[src/rtl/mem_wb_skid_pkg.sv]
// mem_wb_skid_pkg
//   Shared definitions for the MEM->WB skid-buffered pipeline register:
//   occupancy state encodings, the lane-bundle width helper and the
//   zero constants used when clearing writeback state.
package mem_wb_skid_pkg;

  localparam logic [31:0] ZeroWord   = 32'h0000_0000;
  localparam logic [4:0]  NOPRegAddr = 5'b00000;

  typedef enum logic [1:0] {
    ST_EMPTY = 2'd0,
    ST_ONE   = 2'd1,
    ST_TWO   = 2'd2
  } occ_state_e;

  // Packed bundle layout, LSB first:
  //   lane_valid | wreg | wd | wdata | pc | instr | llbit_we | llbit_value
  function automatic int bundle_width(input int iw, input int dw,
                                      input int pw, input int raw);
    return iw * (2 + raw + 2 * dw + pw) + 2;
  endfunction

endpackage

[src/rtl/mem_wb_entry.sv]
// mem_wb_entry
//   One bundle register with a valid bit. Load captures d and sets valid;
//   clear drops valid but keeps the payload (it stays visible on q).
//   Reset zeroes both valid and payload.
// Ports:
//   clk, rst     clock, synchronous active-high reset
//   load, clear  capture d / invalidate (clear wins)
//   d            incoming bundle
//   vld, q       entry valid and stored bundle
module mem_wb_entry #(
  parameter int WIDTH = 8
) (
  input  logic             clk,
  input  logic             rst,
  input  logic             load,
  input  logic             clear,
  input  logic [WIDTH-1:0] d,
  output logic             vld,
  output logic [WIDTH-1:0] q
);

  always_ff @(posedge clk) begin
    if (rst) begin
      vld <= 1'b0;
      q   <= '0;
    end else if (clear) begin
      vld <= 1'b0;
    end else if (load) begin
      vld <= 1'b1;
      q   <= d;
    end
  end

endmodule

[src/rtl/mem_wb_skid.sv]
// mem_wb_skid
//   MEM->WB pipeline register with a valid/ready handshake and a two-entry
//   skid buffer (OUT drives WB, SKD absorbs the one bundle that can arrive
//   after WB stalls). mem_ready_o is registered. Also reports per-lane
//   retirement and keeps a wrapping retired-lane counter.
// Ports:
//   clk, rst, flush                         clock, sync reset, kill buffered bundles
//   mem_valid_i / mem_ready_o               upstream handshake
//   mem_lane_valid_i .. mem_llbit_value_i   incoming lane bundle (lane 0 in LSBs)
//   wb_valid_o / wb_ready_i                 downstream handshake
//   wb_wreg_o .. wb_llbit_value_o           writeback fields from OUT (enables gated)
//   debug_commit_*                          per-lane retire report
//   retired_cnt_o                           total retired lanes
module mem_wb_skid
  import mem_wb_skid_pkg::*;
#(
  parameter int ISSUE_WIDTH    = 2,
  parameter int DATA_WIDTH     = 32,
  parameter int PC_WIDTH       = 32,
  parameter int REG_ADDR_WIDTH = 5,
  parameter int CNT_WIDTH      = 32
) (
  input  logic                                 clk,
  input  logic                                 rst,
  input  logic                                 flush,
  input  logic                                 mem_valid_i,
  output logic                                 mem_ready_o,
  input  logic [ISSUE_WIDTH-1:0]               mem_lane_valid_i,
  input  logic [ISSUE_WIDTH-1:0]               mem_wreg_i,
  input  logic [ISSUE_WIDTH*REG_ADDR_WIDTH-1:0] mem_wd_i,
  input  logic [ISSUE_WIDTH*DATA_WIDTH-1:0]    mem_wdata_i,
  input  logic [ISSUE_WIDTH*PC_WIDTH-1:0]      mem_pc_i,
  input  logic [ISSUE_WIDTH*DATA_WIDTH-1:0]    mem_instr_i,
  input  logic                                 mem_llbit_we_i,
  input  logic                                 mem_llbit_value_i,
  output logic                                 wb_valid_o,
  input  logic                                 wb_ready_i,
  output logic [ISSUE_WIDTH-1:0]               wb_wreg_o,
  output logic [ISSUE_WIDTH*REG_ADDR_WIDTH-1:0] wb_wd_o,
  output logic [ISSUE_WIDTH*DATA_WIDTH-1:0]    wb_wdata_o,
  output logic                                 wb_llbit_we_o,
  output logic                                 wb_llbit_value_o,
  output logic [ISSUE_WIDTH-1:0]               debug_commit_valid_o,
  output logic [ISSUE_WIDTH*PC_WIDTH-1:0]      debug_commit_pc_o,
  output logic [ISSUE_WIDTH*DATA_WIDTH-1:0]    debug_commit_instr_o,
  output logic [CNT_WIDTH-1:0]                 retired_cnt_o
);

  localparam int IW        = ISSUE_WIDTH;
  localparam int OFF_LV    = 0;
  localparam int OFF_WREG  = OFF_LV + IW;
  localparam int OFF_WD    = OFF_WREG + IW;
  localparam int OFF_WDATA = OFF_WD + IW * REG_ADDR_WIDTH;
  localparam int OFF_PC    = OFF_WDATA + IW * DATA_WIDTH;
  localparam int OFF_INSTR = OFF_PC + IW * PC_WIDTH;
  localparam int OFF_LLWE  = OFF_INSTR + IW * DATA_WIDTH;
  localparam int OFF_LLV   = OFF_LLWE + 1;
  localparam int BUNDLE_W  = bundle_width(IW, DATA_WIDTH, PC_WIDTH, REG_ADDR_WIDTH);

  function automatic logic [CNT_WIDTH-1:0] popcount(input logic [IW-1:0] v);
    logic [CNT_WIDTH-1:0] c;
    c = '0;
    for (int i = 0; i < IW; i++) begin
      c = c + CNT_WIDTH'(v[i]);
    end
    return c;
  endfunction

  occ_state_e           state_q, state_d;
  logic                 ready_q;
  logic [CNT_WIDTH-1:0] retired_cnt_q;

  logic                 accept, consume;
  logic                 out_load, out_clear, skd_load, skd_clear;

  logic [BUNDLE_W-1:0]  in_bundle_p0;
  logic [BUNDLE_W-1:0]  out_d_p0;
  logic [BUNDLE_W-1:0]  out_bundle_p1;
  logic [BUNDLE_W-1:0]  skd_bundle_p1;
  logic                 out_vld_p1, skd_vld_p1;
  logic [IW-1:0]        out_lane_vld;
  logic [IW-1:0]        commit_vld;

  // ---- stage p0: incoming bundle from MEM ----
  assign in_bundle_p0 = {mem_llbit_value_i, mem_llbit_we_i, mem_instr_i, mem_pc_i,
                         mem_wdata_i, mem_wd_i, mem_wreg_i, mem_lane_valid_i};

  assign mem_ready_o = ready_q;
  assign accept      = mem_valid_i & ready_q;
  assign consume     = out_vld_p1 & wb_ready_i;

  // SKD is only valid in TWO, so whenever OUT reloads with SKD holding a
  // bundle, that bundle is the older one and must go first.
  assign out_d_p0 = skd_vld_p1 ? skd_bundle_p1 : in_bundle_p0;

  always_comb begin
    state_d   = state_q;
    out_load  = 1'b0;
    out_clear = 1'b0;
    skd_load  = 1'b0;
    skd_clear = 1'b0;
    if (flush) begin
      state_d   = ST_EMPTY;
      out_clear = 1'b1;
      skd_clear = 1'b1;
    end else begin
      case (state_q)
        ST_EMPTY: begin
          if (accept) begin
            out_load = 1'b1;
            state_d  = ST_ONE;
          end
        end
        ST_ONE: begin
          if (accept && consume) begin
            out_load = 1'b1;
          end else if (accept) begin
            skd_load = 1'b1;
            state_d  = ST_TWO;
          end else if (consume) begin
            out_clear = 1'b1;
            state_d   = ST_EMPTY;
          end
        end
        ST_TWO: begin
          if (consume) begin
            out_load  = 1'b1;
            skd_clear = 1'b1;
            state_d   = ST_ONE;
          end
        end
        default: state_d = ST_EMPTY;
      endcase
    end
  end

  always_ff @(posedge clk) begin
    if (rst) begin
      state_q       <= ST_EMPTY;
      ready_q       <= 1'b1;
      retired_cnt_q <= '0;
    end else begin
      state_q       <= state_d;
      // Ready is a pure function of the next occupancy, so it never sees
      // wb_ready_i combinationally.
      ready_q       <= (state_d != ST_TWO);
      retired_cnt_q <= retired_cnt_q + popcount(commit_vld);
    end
  end

  // ---- stage p1: OUT and SKD entries ----
  mem_wb_entry #(.WIDTH(BUNDLE_W)) u_out (
    .clk   (clk),
    .rst   (rst),
    .load  (out_load),
    .clear (out_clear),
    .d     (out_d_p0),
    .vld   (out_vld_p1),
    .q     (out_bundle_p1)
  );

  mem_wb_entry #(.WIDTH(BUNDLE_W)) u_skd (
    .clk   (clk),
    .rst   (rst),
    .load  (skd_load),
    .clear (skd_clear),
    .d     (in_bundle_p0),
    .vld   (skd_vld_p1),
    .q     (skd_bundle_p1)
  );

  assign out_lane_vld = out_bundle_p1[OFF_LV +: IW];
  assign commit_vld   = {IW{consume}} & out_lane_vld;

  assign wb_valid_o           = out_vld_p1;
  assign wb_wreg_o            = out_bundle_p1[OFF_WREG +: IW] & out_lane_vld & {IW{out_vld_p1}};
  assign wb_wd_o              = out_bundle_p1[OFF_WD +: IW * REG_ADDR_WIDTH];
  assign wb_wdata_o           = out_bundle_p1[OFF_WDATA +: IW * DATA_WIDTH];
  assign wb_llbit_we_o        = out_bundle_p1[OFF_LLWE] & out_vld_p1;
  assign wb_llbit_value_o     = out_bundle_p1[OFF_LLV];
  assign debug_commit_valid_o = commit_vld;
  assign debug_commit_pc_o    = out_bundle_p1[OFF_PC +: IW * PC_WIDTH];
  assign debug_commit_instr_o = out_bundle_p1[OFF_INSTR +: IW * DATA_WIDTH];
  assign retired_cnt_o        = retired_cnt_q;

endmodule

[config.mk]
export PLATFORM = sky130hd
export DESIGN_NAME = mem_wb_skid
export DESIGN_NICKNAME = d
export VERILOG_FILES = /design/src/rtl/mem_wb_skid_pkg.sv /design/src/rtl/mem_wb_entry.sv /design/src/rtl/mem_wb_skid.sv
export SDC_FILE = /design/constraint.sdc
export NUM_CORES = 1
export LEC_CHECK = 0
export BUFFER_PORTS_ARGS = -buffer_cell sky130_fd_sc_hd__buf_2
export CAP_MARGIN = 20
export CORE_UTILIZATION = 49
export DETAILED_ROUTE_END_ITERATION = 12
export PLACE_DENSITY = 0.77
export SLEW_MARGIN = 0
export SYNTH_ARGS = -nofsm -noshare
export SYNTH_HDL_FRONTEND = slang
export SYNTH_SLANG_ARGS = --single-unit
export TNS_END_PERCENT = 100
[constraint.sdc]
create_clock -name clk -period 2.35 [get_ports clk]
set_input_delay 0.1175 -clock clk [delete_from_list [all_inputs] [get_ports clk]]
set_output_delay 0.1175 -clock clk [all_outputs]
set_load 0.02 [all_outputs]
[After elaboration in Yosys (flattened, before gate mapping)]
Index checks and enable logic that the tools add are counted.
Word-level totals
  flip-flop bits (word level): 453
  logic and storage cells: 48
  input bits: 213
Cells by class
  bitwise gates (word level): 8
  add/sub/neg operators: 2
  mux-type cells: 22
  equal/unequal tests: 3
  reduce and logical (&&, ||, !) cells: 6
Operator list (number)
  $mux 208: 1
  $add 32x2->32: 1
  $mux 1: 13
  $mux 2: 6
  $and 2x2->2: 3
  $pmux 2 s3: 1
  $reduce_and 2->1: 2
  $reduce_or 2->1: 2
  $and 1x1->1: 3
  $pmux 1 s3: 1
  $add 1x1->2: 1
  $eq 2x1->1 const B: 1
  $eq 2x2->1 const B: 1
  $logic_not 2->1: 1
  $ne 2x2->1 const B: 1
  $not 1->1: 2
  $logic_and 1x1->1: 1

[Logic depth before layout (Yosys ltp)]
Gate-level depths: netlist of run 1.
  depth after elaboration: 8
  depth in mapped cells: 8

[Modules after synthesis]
Synthesis of run 1 repeated with hierarchy kept, for this count alone.
Unflattened totals
  cells, all modules: 2331
  area total of the unflattened synthesis: 23153.5 µm²
Modules (own cells, without submodules)
  mem_wb_entry: instances 2, area each 9520.4 µm², cells each 951
  mem_wb_skid: instances 1, area each 4112.7 µm², cells each 429

[Worst setup path after synthesis of run 1]
No wires, ideal clock.
  kind: reg-to-reg
  start point: reg u_out.vld
  end point: reg retired_cnt_q[30], in the netlist retired_cnt_o[30]
  setup slack: -453 ps
  period minus slack after synthesis: 2803 ps
  buffers on the path: 1
  arrival: 2733 ps
  stages on the path, launching flop included: 9
  setup time: 70 ps
  path through: dfxtp_1 > and3_1 > fa_1 > ha_1 > nand3_2 > or4_1 > buf_2 > or4_1 > a21oi_1
On the way
  word-level cells in the longest chain between the ends: 4
Ends and longest elaborated chain
  start: declaration: RTL line mem_wb_entry.sv:18  | output logic vld,
  start signal: assignment: RTL line mem_wb_entry.sv:24  | vld <= 1'b0;
  start signal: assignment: RTL line mem_wb_entry.sv:27  | vld <= 1'b0;
  start signal: assignment: RTL line mem_wb_entry.sv:29  | vld <= 1'b1;
  $and 1x1->1: RTL line mem_wb_skid.sv:90  | assign consume = out_vld_p1 & wb_ready_i;
  $and 2x2->2: RTL line mem_wb_skid.sv:173  | assign commit_vld = {IW{consume}} & out_lane_vld;
  named net debug_commit_valid_o[0]: RTL line mem_wb_skid.sv:43  | output logic [ISSUE_WIDTH-1:0] debug_commit_valid_o,
  $add 1x1->2: RTL line mem_wb_skid.sv:64  | c = c + CNT_WIDTH'(v[i]);
  $add 32x2->32: RTL line mem_wb_skid.sv:147  | retired_cnt_q <= retired_cnt_q + popcount(commit_vld);
  end signal: assignment: RTL line mem_wb_skid.sv:147
  end: declaration: RTL line mem_wb_skid.sv:71  | logic [CNT_WIDTH-1:0] retired_cnt_q;
The timed path passes the listed nets, and every way through them passes these cells.
A chain may end at the register's enable or synchronous reset.

[Worst setup path in the final report of run 1]
  start point: reg u_out.vld
  end point: reg retired_cnt_q[22], in the netlist retired_cnt_o[22]
On the way
  word-level cells in the longest chain between the ends: 4
Ends and longest elaborated chain (RTL line)
  $and 1x1->1: mem_wb_skid.sv:90
  $and 2x2->2: mem_wb_skid.sv:173
  $add 1x1->2: mem_wb_skid.sv:64
  $add 32x2->32: mem_wb_skid.sv:147
No other way between the ends.

==> results of run 1 <==
cells by family (layout without fill, tap and decap cells):
logic type / Yosys count / in the layout / share of synthesized area [%]
adder cells (fa/ha/maj): 2 / 2 / 0.165
multiplexers: 210 / 210 / 10.7
AND/OR/NAND/NOR: 519 / 520 / 10.9
AO/OA/AOI/OAI: 668 / 668 / 19.9
flip-flops: 453 / 453 / 46.1
other: 0 / 9 / 0
buffers and inverters: 402 / 807 / 11.7
XOR/XNOR: 11 / 11 / 0.490
power by group:
group | switching (mW) | internal, mW
Clock | 3.09 | 4.59
Combinational | 1.37 | 0.938
Sequential | 0.175 | 7.99
layer usage:
metal	global-route usage (%)	vias up	wire, µm
li1	-	8462	-
met1	32.8	8606	22700
met2	44.3	908	28100
met3	6.45	227	4670
met4	14.7	2	3140
met5	0	-	13
critical path, stage by stage (launching register included):
cell     delay, ns
dfxtp_4       0.37
and3_4        0.20
fa_2          0.24
ha_4          0.17
nand3_4       0.09
or4_4         0.57
or4_1         0.41
a21oi_1       0.17
state kept, by name (all words and copies together), names as in the netlist:
| signal | count |
|---|---|
| mem_ready_o | 1 |
| retired_cnt_o | 32 |
| state_q | 2 |
| u_out.q | 208 |
| u_out.vld | 1 |
| u_skd.q | 208 |
| u_skd.vld | 1 |
cell usage in the layout (no fill, tap or decap), types with 11 or more instances in the layout:
cell	synthesis	routed
clkbuf_16	0	49
a211oi_1	208	208
nor2_1	16	16
dlygate4sd3_1	0	210
mux2i_1	209	209
buf_12	0	19
or4_1	14	11
nand2_1	428	428
dfxtp_1	453	450
buf_4	203	33
a21oi_1	436	434
buf_2	30	453
nand3_1	12	12
area by class of cell:
type,instances,area [µm²]
Tap cell,525,657
Clock buffer,66,1360
Clock inverter,18,234
Fill cell,3057,14800
Timing Repair Buffer,718,5030
Inverter,5,23.8
Antenna cell,9,22.5
Sequential cell,453,9080
Multi-Input combinational cell,1411,8410
stage by stage:
step | TNS, ns | cells | util (%) | hold WS, ns
after global placement | 0 | 2897 | 53.0 | 0.367
after floorplan | 0 | 2265 | - | 0.196
after CTS | 0 | 3191 | 62.3 | 0.0287
final | 0 | 3205 | 62.6 | 0.0698
after detailed placement | 0 | 2897 | 53.0 | 0.375
after global routing | -0.104 | 3203 | 62.6 | 0.107
repair_timing:
item,4_1_cts,5_1_grt
gates resized for setup,0,15
hold buffers,210,0
endpoints found under the hold margin,419,0
setup endpoints to repair,0,87
buffers inserted,0,4
worst min-delay path by stage:
stage,startpoint,to,cells past startpoint
after floorplan,flush,state_q[1]$_SDFF_PP0_,1
after global placement,mem_wdata_i[31],u_skd.q[45]$_SDFFE_PP0P_,3
after detailed placement,mem_pc_i[12],u_skd.q[90]$_SDFFE_PP0P_,3
after CTS,wb_ready_i,u_skd.vld$_SDFFE_PP0P_,4
after global routing,wb_ready_i,u_skd.vld$_SDFFE_PP0P_,4
final,wb_ready_i,u_skd.vld$_SDFFE_PP0P_,4
==> metrics.md, run 1 <==
| Metric | Value |
|---|---|
| Status | `complete, no violations` |
| Startpoint Class | `flip-flop` |
| Iter 0 DRT Violations | `1603` |
| Largest net degree at the start of global routing | `141` |
| RR Endpoint | `retired_cnt_o[22]$_SDFF_PP0_` |
| CTS H-tree depth | `2` |
| Fraction of layout cells with a size suffix above 1 | `22.8%` |
| DRC Markers | `0` |
| Routed wire length | `58600 µm` |
| Die area | `0.0409 mm²` |
| GPL Wtd Cong | `0.828` |
| Clk_lat worst skew | `0.58 ns` |
| Synthesized netlist cell count | `2265` |
| Drt wl/cell | `18.3 µm` |
| Slack of the critical path | `0.0489 ns` |
| Top cells by count, synth | `dfxtp_1, a21oi_1, nand2_1` |
| Worst Clk Skew | `0.0245 ns` |
| Max-slew violation count | `0` |
| Main synth FF type | `dfxtp_1` |
| Clock Path Buffers | `3` |
| Reg-to-Reg Start | `u_out.vld$_SDFFE_PP0P_` |
| Root buffer cell | `clkbuf_16` |
| Total track usage | `27.1%` |
| Final hold vios | `0` |
| Final worst-path cycle share | `97.9%` |
| IO buf count | `454` |
| Reg2Reg Depth | `7` |
| Die height | `202 µm` |
| Leak pwr | `9.28 nW` |
| First-pass GRT wire length | `91000 µm` |
| Final nets | `2851` |
| Grt ovf | `0` |
| Syn Nets | `2480` |
| Worst IR Drop VDD | `0.478 mV` |
| P per Cell Area | `732 mW/mm²` |
| Synth Warn # | `0` |
| Synth top area cells | `dfxtp_1, a21oi_1, mux2i_1, nand2_1, a211oi_1` |
| Worst Tran Pin Value | `1.01 ns` |
| Area leader, netlist | `dfxtp_1` |
| Kind of critical path | `flip-flop to flip-flop` |
| Post-Place Setup Slack | `0.0614 ns` |
| Slew headroom | `32.4%` |
| Asr flop ratio synth | `0%` |
| Area delta synth->final | `26.2%` |
| Achievable frequency | `0.435 GHz` |
| Final setup fails | `0` |
| CTS sink count | `453` |
| Core region area | `0.0396 mm²` |
| Crit end category | `flip-flop` |
| Clk pin slew, worst setup/hold paths | `0.06 ns` |
| Starting Density | `49.6%` |
| CTS tree | `built` |
| Register-to-register setup slack | `0.05 ns` |
| Register area share after synthesis | `46.1%` |
| Arr. time, crit path | `2.81 ns` |
| CTS Buf Count | `47` |
| Count leader, synth | `dfxtp_1` |
| Std cell rows | `73` |
| Power, Total | `18.2 mW` |
| Placed cell areas | `0.0210 mm²` |
| Max-Cap Viols | `0` |
| Final design area excluding fillers | `0.0248 mm²` |
| Syn avg cell area | `8.68 µm²` |
| Setup crit end | `retired_cnt_o[22]$_SDFF_PP0_` |
| Synth Register Bits | `453` |
| Vias in the first global route | `17.4k` |
| Initial antenna violation count | `9` |
| Worst setup startpoint | `u_out.vld$_SDFFE_PP0P_` |
| Class of the worst hold path | `input pin to flip-flop` |
| Minimum clock period | `2.30 ns` |
| DP HPWL | `34100 µm` |
| EDFF count, synth | `0` |
| Synthesized area | `0.0197 mm²` |
| Unrepaired setup endpoints after global routing | `true` |
| Netlist cell types | `38` |
| Crit-path max FO | `6` |
| I/O pin count | `455` |
| Post-route ant nets | `0` |
| Die X-Extent | `202 µm` |
| TritonRoute pass-1 iters | `6` |
| Vias per Instance | `5.68` |
| Req. time, crit path | `2.86 ns` |
| Synth top area share | `46.1%` |
| Via count | `18.2k` |
(Power assumes the default switching activity.)
==> run 2, diff against run 1 <==
--- a/config.mk
+++ b/config.mk
@@ -5,7 +5,7 @@
 export SDC_FILE = /design/constraint.sdc
 export NUM_CORES = 1
 export LEC_CHECK = 0
-export BUFFER_PORTS_ARGS = -buffer_cell sky130_fd_sc_hd__buf_2
+export BUFFER_PORTS_ARGS = -buffer_cell sky130_fd_sc_hd__buf_4
 export CAP_MARGIN = 20
 export CORE_UTILIZATION = 49
 export DETAILED_ROUTE_END_ITERATION = 12
==> run 2 against run 1 <==
Core utilization grew 2.9 points. Non-clock buffer count is 3 higher. Worst setup slack got worse by 0.026 ns. Clock skew decreased by 0.0095 ns. Global-route usage grew 0.93 points. First-iteration DRC count down 5.6%. Clock power fell by 2%. Power grew 0.79%. Critical path type unchanged. Combinational power increased by 12%. Via count up 0.35%. Critical path depth is the same. Largest cell class unchanged. Sequential power about the same.
==> metrics.md, run 2 (same netlist as run 1, synthesis figures left out) <==
| Metric | Value |
|---|---|
| Status | `complete, no violations (unchanged)` |
| Setup_tns | `0 ns (unchanged)` |
| First-pass GRT wire length | `93900 µm (was 91000 µm)` |
| Vias in the first global route | `17.8k (was 17.4k)` |
| Commonest non-fill, non-tap cells in the layout | `buf_4, dfxtp_1, a21oi_1 (was buf_2, dfxtp_1, a21oi_1)` |
| Sw Ratio | `25.4% (was 25.6%)` |
| Largest net degree at the start of global routing | `136 (was 141)` |
| I/O pin count | `455 (unchanged)` |
| Initial antenna violation count | `4 (was 9)` |
| Final design area excluding fillers | `0.0260 mm² (was 0.0248 mm²)` |
| Max-Cap Viols | `0 (unchanged)` |
| Gate power share | `14.1% (was 12.7%)` |
| Iter 0 DRT Violations | `1513 (was 1603)` |
| Clk_lat worst skew | `0.56 ns (was 0.58 ns)` |
| Crit end category | `flip-flop (unchanged)` |
| Max-slew violation count | `0 (unchanged)` |
| Slew headroom | `52.9% (was 32.4%)` |
| Power, Total | `18.3 mW (was 18.2 mW)` |
| Root buffer cell | `clkbuf_16 (unchanged)` |
| Register-to-register setup slack | `0.02 ns (was 0.05 ns)` |
| Clk pin slew, worst setup/hold paths | `0.06 ns (about the same)` |
| Class of the worst hold path | `input pin to flip-flop (unchanged)` |
| Slack of the critical path | `0.0234 ns (was 0.0489 ns)` |
| IO buf count | `454 (unchanged)` |
| Worst IR Drop VDD | `0.521 mV (was 0.478 mV)` |
| Placed cell areas | `0.0222 mm² (was 0.0210 mm²)` |
| Die height | `202 µm (unchanged)` |
| Worst Clk Skew | `0.0150 ns (was 0.0245 ns)` |
| Vias per Instance | `5.70 (was 5.68)` |
| Hold Slack | `0.0434 ns (was 0.0698 ns)` |
| Clock power frac | `41.2% (was 42.3%)` |
| Final core utilization | `65.5% (was 62.6%)` |
| Clock Path Buffers | `3 (unchanged)` |
| Routed wire length | `60100 µm (was 58600 µm)` |
| Inst Count DP | `2899 (was 2897)` |
| CTS Buf Count | `47 (unchanged)` |
| Via count | `18.3k (was 18.2k)` |
| CTS sink count | `453 (unchanged)` |
| Post-Place Setup Slack | `0.104 ns (was 0.0614 ns)` |
| Fraction of layout cells with a size suffix above 1 | `22.7% (was 22.8%)` |
| P per Cell Area | `705 mW/mm² (was 732 mW/mm²)` |
| Post-route ant nets | `0 (unchanged)` |
| Worst Tran Pin Value | `0.706 ns (was 1.01 ns)` |
| Achievable frequency | `0.430 GHz (was 0.435 GHz)` |
| Fill count | `2898 (was 3057)` |
| Core region area | `0.0396 mm² (unchanged)` |
| Reg-to-Reg Start | `u_out.vld$_SDFFE_PP0P_ (unchanged)` |
| GPL Wtd Cong | `0.849 (was 0.828)` |
| Starting Density | `49.6% (unchanged)` |
| Internal | `13.7 mW (was 13.5 mW)` |
| Worst setup startpoint | `u_out.vld$_SDFFE_PP0P_ (unchanged)` |
| Arr. time, crit path | `2.81 ns (about the same)` |
| DRC Markers | `0 (unchanged)` |
| Sequential share of power | `44.7% (was 45.0%)` |
| Final setup fails | `0 (unchanged)` |
| Leak pwr | `9.51 nW (was 9.28 nW)` |
| Hold path start | `rst (was wb_ready_i)` |
| Non-filler cells in the finished layout | `3203 (was 3205)` |
| Minimum clock period | `2.33 ns (was 2.30 ns)` |
| Unrepaired setup endpoints after global routing | `true (unchanged)` |
| Req. time, crit path | `2.83 ns (was 2.86 ns)` |
| Area delta synth->final | `32.0% (was 26.2%)` |
| Crit-path max FO | `8 (was 6)` |
| Final hold vios | `0 (unchanged)` |
| Die X-Extent | `202 µm (unchanged)` |
| Total track usage | `28.0% (was 27.1%)` |
| Final worst-path cycle share | `99.0% (was 97.9%)` |
| TritonRoute pass-1 iters | `5 (was 6)` |
| DP HPWL | `34700 µm (was 34100 µm)` |
| Final nets | `2853 (was 2851)` |
| CTS tree | `built (unchanged)` |
| Startpoint Class | `flip-flop (unchanged)` |
| Kind of critical path | `flip-flop to flip-flop (unchanged)` |
| Most common cell after layout, fill and taps aside | `buf_4 (was buf_2)` |
| Multi-input logic area | `0.00837 mm² (was 0.00841 mm²)` |
| Std cell rows | `73 (unchanged)` |
| Die area | `0.0409 mm² (unchanged)` |
| Reg area | `0.00908 mm² (unchanged)` |
| Net switching power | `4.65 mW (was 4.64 mW)` |
| CTS H-tree depth | `2 (unchanged)` |
| Grt ovf | `0 (unchanged)` |
| Drt wl/cell | `18.8 µm (was 18.3 µm)` |
run 2: layout make-up:
type,count,area share [%]
Sequential cell,453,35.0
Timing Repair Buffer,721,24.1
Multi-Input combinational cell,1410,32.2
Clock inverter,11,0.439
Antenna cell,4,0.0386
Clock buffer,74,5.63
Tap cell,525,2.53
Inverter,5,0.0916
run 2: power groups by stage:
stage          logic, mW  clock network [mW]  registers [mW]
2_1_floorplan       1.53                   0            8.28
3_3_place_gp        2.17                   0            8.32
3_5_place_dp        2.22                   0            8.33
4_1_cts             2.52                7.66            8.17
5_1_grt             2.74                8.01            8.20
6_report            2.58                7.54            8.18
run 2: what timing repair did:
action / in CTS / in global routing
gates resized for setup: 0 / 9
hold buffers: 210 / 0
endpoints found under the hold margin: 420 / 0
setup endpoints to repair: 0 / 4
setup buffers: 0 / 4
run 2: final timing paths:
kind | endpoint | cells past startpoint
hold reg to reg | u_skd.q[84]$_SDFFE_PP0P_ | 2
setup / recovery | retired_cnt_o[30]$_SDFF_PP0_ | 7
hold / removal | retired_cnt_o[4]$_SDFF_PP0_ | 2
setup reg to reg | retired_cnt_o[30]$_SDFF_PP0_ | 7
run 2: worst max-delay path: stages (launching register included):
cell	delay (ns)
dfxtp_4	0.35
and3_4	0.19
fa_2	0.27
ha_4	0.18
nand3_4	0.07
or4_4	0.58
or4_4	0.45
a21oi_2	0.15
run 2: layer usage:
| layer | GRT usage [%] | vias up | wire [µm] |
|---|---|---|---|
| li1 | - | 8460 | - |
| met1 | 33.7 | 8681 | 23100 |
| met3 | 6.50 | 243 | 4610 |
| met4 | 16.2 | 2 | 3260 |
| met5 | 0 | - | 11 |
| met2 | 45.7 | 882 | 29100 |
